### src/rtl/mem_ctrl.sv
// Core-side request controller that turns byte/word reads and writes into
// byte accesses on a single-port RAM. Define MEM_ADDR_ERR_EN to add addr_err.
module mem_ctrl (
  input  logic        clk,
  input  logic        rst,
  input  logic        req_valid,
  output logic        req_ready,
  input  logic [1:0]  req_op,
  input  logic [14:0] req_addr,
  input  logic [15:0] req_wdata,
  output logic        rsp_valid,
  output logic [15:0] rsp_data,
  output logic [14:0] mem_address,
  output logic [7:0]  mem_datain,
  input  logic [7:0]  mem_dataout,
  output logic        mem_we
`ifdef MEM_ADDR_ERR_EN
  ,
  output logic        addr_err
`endif
);

  // op[1] selects write, op[0] selects word
  localparam logic [1:0] OP_BYTE_RD = 2'b00;
  localparam logic [1:0] OP_WORD_RD = 2'b01;

  typedef enum logic [1:0] {IDLE, ACC0, ACC1, RESP} state_t;

  state_t      state, state_nxt;
  logic [1:0]  op_q;
  logic [14:0] addr_q;
  logic [15:0] wdata_q;

  always_ff @(posedge clk or posedge rst) begin
    if (rst) begin
      state    <= IDLE;
      op_q     <= 2'b00;
      addr_q   <= 15'd0;
      wdata_q  <= 16'd0;
      rsp_data <= 16'd0;
    end else begin
      state <= state_nxt;
      if (req_valid && req_ready) begin
        op_q    <= req_op;
        addr_q  <= req_addr;
        wdata_q <= req_wdata;
      end
      case (state)
        ACC0: begin
          if (op_q == OP_BYTE_RD)      rsp_data <= {8'h00, mem_dataout};
          else if (op_q == OP_WORD_RD) rsp_data[15:8] <= mem_dataout;
          else                         rsp_data <= 16'h0000;
        end
        ACC1: if (op_q == OP_WORD_RD) rsp_data[7:0] <= mem_dataout;
        default: ;
      endcase
    end
  end

  // RAM-side outputs are decoded from state so reset clears them without a clock
  always_comb begin
    state_nxt   = state;
    req_ready   = 1'b0;
    rsp_valid   = 1'b0;
    mem_address = 15'd0;
    mem_datain  = 8'd0;
    mem_we      = 1'b0;
    case (state)
      IDLE: begin
        req_ready = 1'b1;
        if (req_valid) state_nxt = ACC0;
      end
      ACC0: begin
        mem_address = addr_q;
        if (op_q[1]) begin
          mem_we     = 1'b1;
          mem_datain = op_q[0] ? wdata_q[15:8] : wdata_q[7:0];
        end
        state_nxt = op_q[0] ? ACC1 : RESP;
      end
      ACC1: begin
        mem_address = addr_q + 15'd1;
        if (op_q[1]) begin
          mem_we     = 1'b1;
          mem_datain = wdata_q[7:0];
        end
        state_nxt = RESP;
      end
      RESP: begin
        rsp_valid = 1'b1;
        state_nxt = IDLE;
      end
      default: state_nxt = IDLE;
    endcase
  end

`ifdef MEM_ADDR_ERR_EN
  assign addr_err = (state == RESP) && op_q[0] && (addr_q == 15'h7FFF);
`endif

endmodule
### config.mk
export PLATFORM = sky130hd
export DESIGN_NAME = mem_ctrl
export DESIGN_NICKNAME = d
export VERILOG_FILES = /design/src/rtl/mem_ctrl.sv
export SDC_FILE = /design/constraint.sdc
export NUM_CORES = 1
export LEC_CHECK = 0
export BUFFER_PORTS_ARGS = -buffer_cell sky130_fd_sc_hd__buf_2
export CAP_MARGIN = 5
export CORE_AREA = 2 2 98 124
export CTS_CLUSTER_DIAMETER = 50
export CTS_CLUSTER_SIZE = 25
export DETAILED_ROUTE_END_ITERATION = 7
export DIE_AREA = 0 0 100 126
export HOLD_SLACK_MARGIN = 0.03
export PLACE_DENSITY = 0.42
export SYNTH_ARGS = -nofsm -noshare
export SYNTH_HDL_FRONTEND = slang
export SYNTH_SLANG_ARGS = --single-unit
### constraint.sdc
create_clock -name clk -period 3.6 [get_ports clk]
set_input_delay 0.54 -clock clk [delete_from_list [all_inputs] [get_ports clk]]
set_output_delay 0.54 -clock clk [all_outputs]
set_load 0.005 [all_outputs]
==> impl_results.md <==
* Outcome: completed
* Antenna diode count at 0
* Worst hold margin at 0.350 ns
* Clock network fraction of total power at 16.1%
* PostCTS Resize Cnt at 0
* Synth-to-layout area growth at 24.8%
* Final Setup Violations at 0
* Syn_area_per_cell at 10.6 um^2
* Post-Synthesis Cells at 263
* Share of total power in combinational logic at 47.6%
* Pwr dens at 912 nW/um^2
* Lkg Pwr at 1.62 nW
* Post-CTS Hold Buffers at 0
* Critical path endpoint category: primary output
* TNS Setup at 0 ns
* FP Rows at 44
* Width of the die at 100 um
* Pin count of the biggest net entering global routing at 42
* Hold crit path type: in2async
* Port bufs at 85
* Core Region at 11500 um^2
* Global-route wire length before repair at 12400 um
* Measured slew at the worst slew-check pin at 0.796 ns
* Commonest non-fill, non-tap cells in the layout: buf_2, dfrtp_1, mux2_2
* Sequential Area at 1280 um^2
* Sink Count at 51
* Tmin final at 2.97 ns
* Slew headroom at 46.9%
* Reg clk slew, reported paths at 0.07 ns
* Crit share post-route at 82.5%
* Mapped Area at 2790 um^2
* CTS max path bufs at 2
* Ports at 86
* Inserted Clock Buffers at 5
* Number of distinct library cells after synthesis at 37
* Final net count at 390
* Initial antenna violation count at 0
* Critical path class: reg2out
* Arrival time at the worst endpoint at 2.43 ns
* Post-CTS Setup Bufs at 0
* Number of global-route vias before repair at 2328
* DPL Wire Length at 5500 um
* Ys Warns at 0
* Clk_lat worst skew at 0.29 ns
* Seq pwr share at 36.3%
* Die Ht at 126 um
* TritonCTS clock tree: done
* Final WL at 7690 um
* Worst clock skew at 0.00281 ns
* Die ar. at 12600 um^2
* Switching part of the total at 40.1%
* Unrepaired setup endpoints after global routing: false
* ANT nets after route at 0
* CTS root buf: clkbuf_16
* Routed vias at 2297
* Max VDD drop at 214 uV
* Post-Syn Nets at 312
* TritonRoute pass-1 iters at 5
* F_max at 0.337 GHz
* Pre-CTS setup slack at 0.920 ns
* FILL cells at 1237
* Worst EP required at 3.06 ns
* Register area share after synthesis at 45.7%
* Slew Viols, Final at 0
* Crit path max fanout at 17
* Starting Density at 24.4%
* # DRC at 0
* Initial drt markers at 63
* Multi-input logic area at 1380 um^2
* CP Launch Type: register
* Internal at 1.90 mW
* GRT Residual Overflow at 0
* Sw power at 1.27 mW
* All-Layer GR Usage at 12.6%
* Drt wl/cell at 16.0 um
* Max cap viols at 0
* Fin worst setup slack at 0.632 ns
* Yosys reg bits at 51
* Most common library cell in the layout ignoring fill and taps: buf_2
* Final-report hold violation count at 0
* Htree depth at 2
* Via/cell ratio at 4.79
* RePlAce Congestion at 0.801
* Layout cells sized above 1 at 42.1%
[power groups by stage]
stage                     clock network (mW)  registers, mW  logic [mW]
after floorplan                            0           1.04        1.15
after global placement                     0           1.16        1.52
after detailed placement                   0           1.16        1.53
after CTS                              0.528           1.15        1.54
after global routing                   0.549           1.20        1.70
final                                  0.512           1.15        1.51
[state kept, by name, indices dropped and copies added (netlist names)]
| register | flops |
|---|---|
| rsp_data | 16 |
| state | 2 |
| addr_q | 15 |
| wdata_q | 16 |
| op_q | 2 |
[final timing paths]
| kind | cells after the start | endpoint | slack, ns | start |
|---|---|---|---|---|
| setup / recovery | 7 | mem_address[12] | 0.63 | state[0] |
| hold / removal | 2 | rsp_data[8] | 0.35 | rst |
| setup reg to reg | 5 | rsp_data[2] | 1.43 | state[0] |
| hold reg to reg | 1 | wdata_q[15] | 0.51 | wdata_q[15] |
| max in group asynchronous | 3 | addr_q[3] | 2.47 | rst |
| min in group clk | 2 | wdata_q[2] | 0.47 | req_wdata[2] |
[metal layers]
layer | GRT usage, % | share of wire (%) | vias up
met1 | 15.9 | 44 | 1115
met5 | 0 | 0 | -
met3 | 2.55 | 4.3 | 7
met4 | 4.51 | 1.5 | 0
li1 | - | - | 1119
met2 | 21.3 | 50 | 56
[kinds of logic after synthesis]
logic type	after synthesis	synth area share (%)
compound gates	75	19.2
fa+ha+maj	5	2.24
xor+xnor	3	0.941
simple gates	57	10.4
buf+inv	31	4.93
mux	41	16.5
flops	51	45.7
[critical path, cell delays in order (launching register included)]
cell     delay (ns)
dfrtp_1        0.42
inv_1          0.10
ha_1           0.59
nand2_1        0.40
nor2_1         0.23
a31oi_1        0.10
a31oi_1        0.15
buf_2          0.13
[cell type report]
class	instances	area share, %
inverters	14	1.51
flip-flops and latches	51	36.6
well taps	138	4.96
multi-input cells	181	39.5
repair buffers	88	12.9
clock buffers	8	4.49
[synthesized netlist by cell type]
cell type / n / area, um^2
o22ai_1: 8 / 50.1
buf_2: 11 / 55.1
nor3b_1: 1 / 7.51
a21o_1: 1 / 7.51
a21oi_1: 4 / 20.0
nand2_1: 20 / 75.1
a41oi_1: 1 / 8.76
a31o_2: 1 / 8.76
nor3_4: 1 / 16.3
nand3_1: 3 / 15.0
and3_1: 2 / 12.5
a22o_1: 9 / 78.8
a31oi_1: 9 / 56.3
xnor2_1: 1 / 8.76
nand2b_1: 2 / 12.5
ha_1: 5 / 62.6
o2bb2ai_1: 8 / 70.1
inv_1: 14 / 52.6
o21a_1: 1 / 7.51
nor2_1: 14 / 52.6
buf_4: 2 / 15.0
and2_2: 1 / 7.51
nand3_4: 1 / 17.5
o211ai_1: 1 / 7.51
and3_2: 1 / 7.51
mux2_2: 41 / 462
nor3_1: 3 / 15.0
xor2_1: 2 / 17.5
o31ai_1: 1 / 7.51
nor2b_1: 5 / 31.3
nand4_1: 2 / 12.5
dfrtp_1: 51 / 1280
a21o_2: 2 / 17.5
o21ai_0: 9 / 45.0
a22oi_1: 20 / 150
clkbuf_1: 4 / 15.0
and4_1: 1 / 8.76
[per-stage QoR]
step                instance area (um^2)  cells  utilization [%]  power (mW)
floorplan                           2790    263                -        2.19
finish                              3480    480             30.4        3.18
detailed placement                  3330    472             29.1        2.70
CTS                                 3480    480             30.4        3.22
global placement                    3330    472             29.1        2.68
global route                        3480    480             30.4        3.45
Power figures use the tool's default switching activity.
